--- config.mk ---
export PLATFORM = sky130hd
export DESIGN_NAME = conv_out_packer
export DESIGN_NICKNAME = d
export VERILOG_FILES = /design/src/rtl/conv_pkg.sv /design/src/rtl/conv_word_fifo.sv /design/src/rtl/conv_out_packer.sv
export SDC_FILE = /design/constraint.sdc
export NUM_CORES = 1
export LEC_CHECK = 0
export ABC_AREA = 1
export CORE_UTILIZATION = 29
export CTS_CLUSTER_DIAMETER = 40
export DETAILED_ROUTE_END_ITERATION = 6
export HOLD_SLACK_MARGIN = 0.02
export SLEW_MARGIN = 25
export SYNTH_ARGS = -nofsm -noshare
export SYNTH_HDL_FRONTEND = slang
export SYNTH_HIERARCHICAL = 1
export SYNTH_SLANG_ARGS = --single-unit
--- constraint.sdc ---
create_clock -name clk -period 24.7 [get_ports clk]
set_clock_uncertainty 0.15 [all_clocks]
set_input_delay 2.47 -clock clk [delete_from_list [all_inputs] [get_ports clk]]
set_output_delay 2.47 -clock clk [all_outputs]
set_load 0.02 [all_outputs]
--- src/rtl/conv_pkg.sv ---
// rtl/conv_pkg.sv - shared constants and types for the conv output packer
package conv_pkg;
  localparam int PIX_W  = 8;
  localparam int BUS_W  = 256;
  localparam int ADDR_W = 20;
  localparam int LANES  = BUS_W / PIX_W;
  localparam int LANE_W = $clog2(LANES);

  typedef enum logic [1:0] {IDLE, RUN, FLUSH, DONE} pack_state_t;
  typedef logic [BUS_W-1:0] word_t;
endpackage

--- src/rtl/conv_word_fifo.sv ---
// rtl/conv_word_fifo.sv - synchronous word FIFO; a push into a full FIFO
// succeeds when a pop happens the same cycle
module conv_word_fifo #(
  parameter int DEPTH = 2,
  parameter int W     = 256
) (
  input  logic         clk,
  input  logic         rst,
  input  logic         push,
  input  logic [W-1:0] push_data,
  input  logic         pop,
  output logic [W-1:0] head,
  output logic         full,
  output logic         empty
);
  localparam int AW = $clog2(DEPTH);

  logic [W-1:0] mem [DEPTH];
  logic [AW:0]  wr_ptr;
  logic [AW:0]  rd_ptr;
  logic         do_push;
  logic         do_pop;

  // Extra pointer bit distinguishes full from empty when the indices match.
  assign empty   = (wr_ptr == rd_ptr);
  assign full    = (wr_ptr[AW] != rd_ptr[AW]) && (wr_ptr[AW-1:0] == rd_ptr[AW-1:0]);
  assign do_pop  = pop && !empty;
  assign do_push = push && (!full || do_pop);
  assign head    = mem[rd_ptr[AW-1:0]];

  always_ff @(posedge clk) begin
    if (rst) begin
      wr_ptr <= '0;
      rd_ptr <= '0;
    end else begin
      if (do_push) wr_ptr <= wr_ptr + (AW+1)'(1);
      if (do_pop)  rd_ptr <= rd_ptr + (AW+1)'(1);
    end
  end

  always_ff @(posedge clk) begin
    if (do_push) mem[wr_ptr[AW-1:0]] <= push_data;
  end
endmodule

--- src/rtl/conv_out_packer.sv ---
// rtl/conv_out_packer.sv - packs conv_top pixels into 256-bit words and writes them out.
// Define CONV_PACK_STATS_EN to add saturating pix_count/word_count outputs.
module conv_out_packer
  import conv_pkg::*;
#(
  parameter int FIFO_DEPTH = 2
) (
  input  logic              clk,
  input  logic              rst,
  input  logic              start,
  input  logic [ADDR_W-1:0] base_addr,
  input  logic [PIX_W-1:0]  in_data,
  input  logic              in_vld,
  input  logic              conv_done,
  output logic [ADDR_W-1:0] w_addr,
  output logic [BUS_W-1:0]  w_data,
  output logic              w_en,
  input  logic              w_rdy,
  output logic              busy,
  output logic              done,
  output logic              ovf
`ifdef CONV_PACK_STATS_EN
  ,
  output logic [31:0]       pix_count,
  output logic [31:0]       word_count
`endif
);
  pack_state_t       state;
  logic [LANE_W-1:0] lane;
  word_t             acc;
  word_t             acc_next;
  word_t             fifo_head;
  logic [ADDR_W-1:0] addr;
  logic              accept;
  logic              last_lane;
  logic              push_req;
  logic              push_ok;
  logic              pop;
  logic              fifo_full;
  logic              fifo_empty;

  assign accept    = (state == RUN) && in_vld;
  assign last_lane = (lane == LANE_W'(LANES - 1));
  assign push_req  = (accept && last_lane) || ((state == FLUSH) && (lane != '0));
  assign pop       = !fifo_empty && w_rdy;
  assign push_ok   = push_req && (!fifo_full || pop);

  // In FLUSH no pixel is accepted, so acc_next is the zero-filled partial word.
  always_comb begin
    acc_next = acc;
    if (accept) acc_next[lane*PIX_W +: PIX_W] = in_data;
  end

  conv_word_fifo #(
    .DEPTH (FIFO_DEPTH),
    .W     (BUS_W)
  ) u_fifo (
    .clk       (clk),
    .rst       (rst),
    .push      (push_req),
    .push_data (acc_next),
    .pop       (pop),
    .head      (fifo_head),
    .full      (fifo_full),
    .empty     (fifo_empty)
  );

  assign w_en   = !fifo_empty;
  assign w_data = fifo_empty ? '0 : fifo_head;
  assign w_addr = addr;
  assign busy   = (state != IDLE);

  always_ff @(posedge clk) begin
    if (rst) begin
      state <= IDLE;
      lane  <= '0;
      acc   <= '0;
      addr  <= '0;
      done  <= 1'b0;
      ovf   <= 1'b0;
    end else begin
      done <= 1'b0;
      // Address is bound to a word when it leaves the FIFO.
      if (pop) addr <= addr + ADDR_W'(1);
      case (state)
        IDLE: begin
          if (start) begin
            state <= RUN;
            addr  <= base_addr;
            ovf   <= 1'b0;
            lane  <= '0;
            acc   <= '0;
          end
        end
        RUN: begin
          if (accept) begin
            if (last_lane) begin
              lane <= '0;
              acc  <= '0;
              if (!push_ok) ovf <= 1'b1;
            end else begin
              lane <= lane + LANE_W'(1);
              acc  <= acc_next;
            end
          end
          if (conv_done) state <= FLUSH;
        end
        FLUSH: begin
          if (lane != '0) begin
            if (push_ok) begin
              lane <= '0;
              acc  <= '0;
            end
          end else if (fifo_empty) begin
            state <= DONE;
            done  <= 1'b1;
          end
        end
        DONE: state <= IDLE;
        default: state <= IDLE;
      endcase
    end
  end

`ifdef CONV_PACK_STATS_EN
  always_ff @(posedge clk) begin
    if (rst || ((state == IDLE) && start)) begin
      pix_count  <= '0;
      word_count <= '0;
    end else begin
      if (accept && (pix_count != '1))  pix_count  <= pix_count + 32'd1;
      if (pop && (word_count != '1))    word_count <= word_count + 32'd1;
    end
  end
`endif
endmodule

==> flow_metrics.py, run 1 <==
metrics = {
    "job": {
        "max_cap_viol_count": 0,
    },
    "timing": {
        "fin_crit_sh_pct": 27.6,
        "slew-limit-headroom_pct": 29.5,
        "final.setup.tns_ns": 0,
        "timing_hold_violations_final": 0,
        "timing.final.max_slew_violations": 0,
        "period_needed_ns": 6.81,
        "worst-slew-pin-transition_ns": 1.06,
        "setup_viol": 0,
        "fmax_mhz": 147,
        "rsz0062_at_grt": "false",
    },
    "yosys": {
        "ys_ff_latch": 802,
        "ys_seq_area_share_pct": 57.0,
        "synthesis_warning_total": 6,
        "synthCells": 3999,
        "synth.distinct_cells": 38,
        "synthesis.area_sq_um": 37100,
        "post-synth-top-area-fraction_pct": 41.4,
        "netlist_top_cells_area": "edfxtp_1 41%, dfxtp_1 16%, nand2_1 8.8%",
        "syn-num-nets": 4042,
        "yosysTopAreaCell": "edfxtp_1",
        "synthesis.area_per_instance_sq_um": 9.29,
    },
    "worst_hold_path": {
        "hold_start": "acc[208]",
        "hold_path_class": "flip-flop to flip-flop",
    },
    "grt": {
        "first_pass_grt_wire_length_mm": 166,
        "antenna_found_initial": 5,
        "grt_max_degree": 139,
        "first_global_vias": 26587,
        "globalRouteOverflowTotal": 0,
        "grt_use_total_pct": 16.9,
    },
    "floorplan": {
        "die_width_um": 360,
        "boundaryPins": 314,
        "core.rowCount": 130,
        "core_sq_um": 126000,
        "die-area_sq_um": 130000,
        "start_util_pct": 29.4,
        "die_h_um": 360,
    },
    "clock_network": {
        "tritoncts.num_buffers": 113,
        "cts.root.buffer_cell": "clkbuf_16",
        "worst_skew_pair.late_latency_ns": 0.68,
        "cts_hold_repair.buffers": 0,
        "clock_tree_from_tritoncts": "done",
        "clk_pin_slew_ns": 0.05,
        "post_cts.resized_instances": 0,
        "h_tree_depth": 3,
        "max_root_sink_buffers": 3,
        "clock_sinks": 802,
        "cts_setup_buffers": 0,
    },
    "placement": {
        "finalWeightedCongestion": 0.935,
        "place_hpwl_mm": 77.9,
        "numPortBuffers": 313,
    },
    "critical_path": {
        "max_stage_delay_ns": 0.58,
        "startpoint_type": "flip-flop",
        "crit_path_frequent_cell": "nand2_1",
        "setup.reg_to_reg.worst_slack_ns": 19.01,
        "slowest_stage_cell_crit_path": "buf_4",
        "number_of_cells_traversed_by_the_worst_register_to_register_path": 16,
        "crit_path_max_fanout": 109,
        "timing_worst_setup_path_type": "flip-flop to primary output",
        "crit_path_end": "w_data[81]",
        "worst_r2r_startpoint": "u_fifo/wr_ptr[0]",
        "worst_ep_arrival_time_ns": 4.19,
        "crit_start": "u_fifo/wr_ptr[0]",
        "critical_path.endpoint_type": "primary output",
        "timing.critical_path.cells": "nand2_1, nand2_1, nand2_1, inv_8, buf_4, buf_16, buf_4, nor2_1, clkdlybuf4s50_1",
        "rr_endpoint": "u_fifo/mem[1][226]",
        "required_ns": 22.08,
    },
    "drt": {
        "first_pass_iters": 7,
        "dr.first_iter.drc_count": 2466,
        "drt-vias-per-instance": 4.67,
        "vias_after_detailed_routing": 28003,
        "final_routed_wirelength_mm": 112,
        "detail_route.drc_violations": 5,
        "avgRoutedWirePerCell_um": 18.7,
        "drtAntennaViolNets": 0,
    },
    "cells_and_area": {
        "fillerInstances": 12621,
        "num-nets-final": 4292,
        "layout_commonest_cell": "nand2_1",
        "multiInputGateArea_sq_um": 12500,
        "regArea_sq_um": 21200,
        "areaGrowthSynthToFinish_pct": 22.4,
        "fraction_of_layout_instances_using_a_drive_strength_above_1_pct": 12.1,
        "most-common-layout-cells": "866 x nand2_1, 611 x inv_1, 512 x edfxtp_1",
        "num_antenna_cells": 0,
    },
    "status": {
        "run_status": "finished with violations",
        "failed_checks": "DRC",
    },
    "power_and_ir_drop": {
        "ir_worst_vdd_mv": 0.0770,
        "power.density_nw_per_um2": 85.9,
        "power_mw": 3.90,
        "power_leakage_nw": 17.2,
    },
}
flip-flops by register name, indices dropped and copies added (netlist names), named ones only:
register / count
lane: 5
u_fifo/rd_ptr: 2
state: 2
acc: 256
u_fifo/wr_ptr: 2
w_addr: 20
ovf: 1
done: 1
u_fifo/mem: 512
power by group:
group          leakage (nW)  switching, mW  internal (mW)  total (mW)
logic                  8.22          0.586          0.171       0.757
clock network          1.90          0.631           1.02        1.65
registers              7.12         0.0231           1.47        1.50
area by class of cell:
cell class              count  area share [%]
repair buffers            342            7.53
inverters                 619            5.14
clock buffers             141            6.95
multi-input cells        2371            27.6
clock inverters            75            1.67
flip-flops and latches    802            46.6
well taps                1650            4.54
through the flow:
step	hold WS [ns]	cells	instance area [sq um]	setup slack [ns]	utilization [%]
2_1_floorplan	0.294	3999	37100	10.02	-
3_3_place_gp	0.301	5782	41500	18.22	32.8
3_5_place_dp	0.305	5783	41500	18.21	32.9
4_1_cts	0.312	5999	45500	17.65	36.0
5_1_grt	0.324	6000	45500	17.57	36.0
6_report	0.313	6000	45500	17.89	36.0
how the worst min path moves through the flow:
stage                to  slack (ns)  cells after the start
2_1_floorplan  acc[104]        0.29                      2
3_3_place_gp   acc[162]        0.30                      2
3_5_place_dp   acc[149]        0.31                      2
4_1_cts         acc[90]        0.31                      2
5_1_grt        acc[187]        0.32                      2
6_report       acc[208]        0.31                      2
Yosys cell counts, drive strengths merged:
library cell and count:
o211ai 41, a31oi 2, or2 2, nor4 1, nand2 871, a21oi 279, buf 121, a211oi 1
clkbuf 86, and2 71, nand2b 1, inv 619, mux2 256, nand4 53, o21ai 103, dfxtp 290
o21a 28, nor3 15, xnor2 6, ha 9, xor2 10, nand3 233, edfxtp 512, nor2 389
layer usage:
layer  GRT usage, %  up-vias  part of all wire [%]
met1           22.8    13294                    45
li1               -    13526                     -
met3           4.21      217                   7.6
met4           6.33        4                   3.6
met2           25.9      962                    44
met5              0        -                 0.019
worst max-delay path: cells and delay by family (launching register included):
| kind | cells | cell delay [ns] |
|---|---|---|
| AND/OR/NAND/NOR | 4 | 0.53 |
| buffers and inverters | 5 | 2.34 |
| flip-flops | 1 | 0.46 |
logic make-up (layout without fill, tap and decap cells):
group	Yosys count	in the layout	share of synthesized area [%]
muxes	256	256	7.76
DFF	802	802	57.0
adders and majority gates	9	9	0.303
AOI/OAI and AO/OA	454	454	6.63
and+or+nand+nor	1636	1636	18.7
xor gates and xnor gates	16	16	0.377
buffers and inverters	826	1177	9.25
(Power assumes the default switching activity.)
==> run 2, diff against run 1 <==
Clock period 24.7 ns to 6.97 ns, I/O delays scaled along.
==> flow_metrics.py, run 2 (same netlist as run 1, synthesis figures left out) <==
metrics = {
    "cells_and_area": {
        "layout_commonest_cell": "nand2_1",
        "most-common-layout-cells": "866 x nand2_1, 611 x inv_1, 512 x edfxtp_1",
        "layout.core_utilization_pct": 36.1,
        "largest_reg_flops": 512,
        "regArea_sq_um": 21200,
        "num_antenna_cells": 0,
        "num-nets-final": 4288,
        "areaGrowthSynthToFinish_pct": 22.7,
        "multiInputGateArea_sq_um": 12500,
        "fillerInstances": 12546,
        "fraction_of_layout_instances_using_a_drive_strength_above_1_pct": 12.0,
    },
    "drt": {
        "dr.first_iter.drc_count": 2642,
        "drt-vias-per-instance": 4.70,
        "avgRoutedWirePerCell_um": 18.7,
        "final_routed_wirelength_mm": 112,
        "vias_after_detailed_routing": 28161,
        "drtAntennaViolNets": 0,
        "first_pass_iters": 6,
        "detail_route.drc_violations": 0,
    },
    "power_and_ir_drop": {
        "ir_worst_vdd_mv": 0.286,
        "power.density_nw_per_um2": 306,
        "power_leakage_nw": 17.3,
    },
    "clock_network": {
        "worst_skew_pair.late_latency_ns": 0.71,
        "max_root_sink_buffers": 3,
        "cts.root.buffer_cell": "clkbuf_16",
        "clock_tree_from_tritoncts": "done",
        "h_tree_depth": 3,
        "tritoncts.num_buffers": 115,
        "cts_setup_buffers": 0,
        "post_cts.resized_instances": 0,
        "clock_sinks": 802,
        "cts_hold_repair.buffers": 0,
        "clk_pin_slew_ns": 0.06,
    },
    "placement": {
        "finalWeightedCongestion": 0.927,
        "numPortBuffers": 313,
        "place_hpwl_mm": 78.0,
    },
    "critical_path": {
        "crit_start": "lane[0]",
        "timing_worst_setup_path_type": "flip-flop to flip-flop",
        "slowest_stage_cell_crit_path": "dfxtp_1",
        "startpoint_type": "flip-flop",
        "critical_path.top_delay_family": "simple AND/OR/NAND/NOR gates",
        "crit_path_end": "acc[240]",
        "number_of_cells_traversed_by_the_worst_register_to_register_path": 10,
        "rr_endpoint": "acc[240]",
        "max_stage_delay_ns": 0.84,
        "setup.reg_to_reg.worst_slack_ns": 2.27,
        "critical_path.endpoint_type": "flip-flop",
        "cp_num_cells": 10,
        "timing.critical_path.cells": "inv_2, ha_1, inv_1, nor2_1, nand4_2, nor2_2, nand2_1, o21ai_0, nand2_1, a21oi_1",
        "crit_path_frequent_cell": "nand2_1",
        "worst_r2r_startpoint": "lane[0]",
        "worst_ep_arrival_time_ns": 5.15,
        "required_ns": 7.41,
        "crit_path_max_fanout": 24,
        "critPathBufInv": 2,
    },
    "worst_hold_path": {
        "hold_start": "acc[144]",
        "hold_path_class": "flip-flop to flip-flop",
    },
    "timing": {
        "final.setup.tns_ns": 0,
        "period_needed_ns": 4.70,
        "fin_crit_sh_pct": 67.5,
        "timing_hold_violations_final": 0,
        "setup_viol": 0,
        "slew-limit-headroom_pct": 30.4,
        "worst-slew-pin-transition_ns": 1.04,
        "fmax_mhz": 213,
        "timing.final.max_slew_violations": 0,
        "rsz0062_at_grt": "false",
    },
    "grt": {
        "grt_max_degree": 163,
        "antenna_found_initial": 8,
        "first_global_vias": 26727,
        "grt_use_total_pct": 16.9,
        "globalRouteOverflowTotal": 0,
        "first_pass_grt_wire_length_mm": 168,
    },
    "status": {
        "run_status": "finished, final reports clean",
    },
    "floorplan": {
        "core_sq_um": 126000,
        "start_util_pct": 29.4,
        "core.rowCount": 130,
        "die-area_sq_um": 130000,
        "die_width_um": 360,
        "boundaryPins": 314,
        "die_h_um": 360,
    },
    "job": {
        "max_cap_viol_count": 0,
    },
}
run 2: cell types whose count changed in the layout (fill, tap and decap cells not counted), sizes merged:
cell and delta:
clkinv -4, clkbuf +5, bufinv +2, clkinvlp -2
inv +3, buf -6
run 2: layer usage:
layer	GRT usage, %	wire, um
met5	0	100
met2	26.5	50800
met3	4.51	9520
met4	5.54	3380
met1	22.5	48500
run 2: how the worst min path moves through the flow:
| stage | to | slack, ns | cells after the start |
|---|---|---|---|
| 2_1_floorplan | acc[104] | 0.29 | 2 |
| 3_3_place_gp | acc[137] | 0.30 | 2 |
| 3_5_place_dp | acc[17] | 0.31 | 2 |
| 4_1_cts | acc[93] | 0.31 | 2 |
| 5_1_grt | acc[252] | 0.33 | 2 |
| 6_report | acc[144] | 0.31 | 2 |
run 2: final cells by class:
cell class | instances | area share, %
Clock buffer | 146 | 6.91
Clock inverter | 74 | 1.97
Inverter | 619 | 5.12
Multi-Input combinational cell | 2371 | 27.5
Sequential cell | 802 | 46.5
Tap cell | 1650 | 4.53
Timing Repair Buffer | 336 | 7.45
run 2: stage by stage:
step	instances	setup slack (ns)	instance area, sq um	hold slack [ns]	power, mW
floorplan	3999	0.744	37200	0.294	7.12
global placement	5778	2.44	41500	0.301	8.06
detailed placement	5778	2.48	41500	0.305	8.06
CTS	5998	2.31	45600	0.314	14.0
global route	5998	1.86	45600	0.327	14.5
finish	5998	2.27	45600	0.312	14.0
run 2: worst reg2reg max path: cells and delay by family, from the launching register on:
kind,cells,cell delay [ns]
and+or+nand+nor,5,1.67
DFF,1,0.84
adders and majority gates,1,0.72
buffers and inverters,2,0.61
AOI/OAI and AO/OA,2,0.60
run 2: report_power, final:
group	switching (mW)	internal, mW
clock	2.28	3.69
sequential	0.0983	5.22
combinational	2.07	0.604
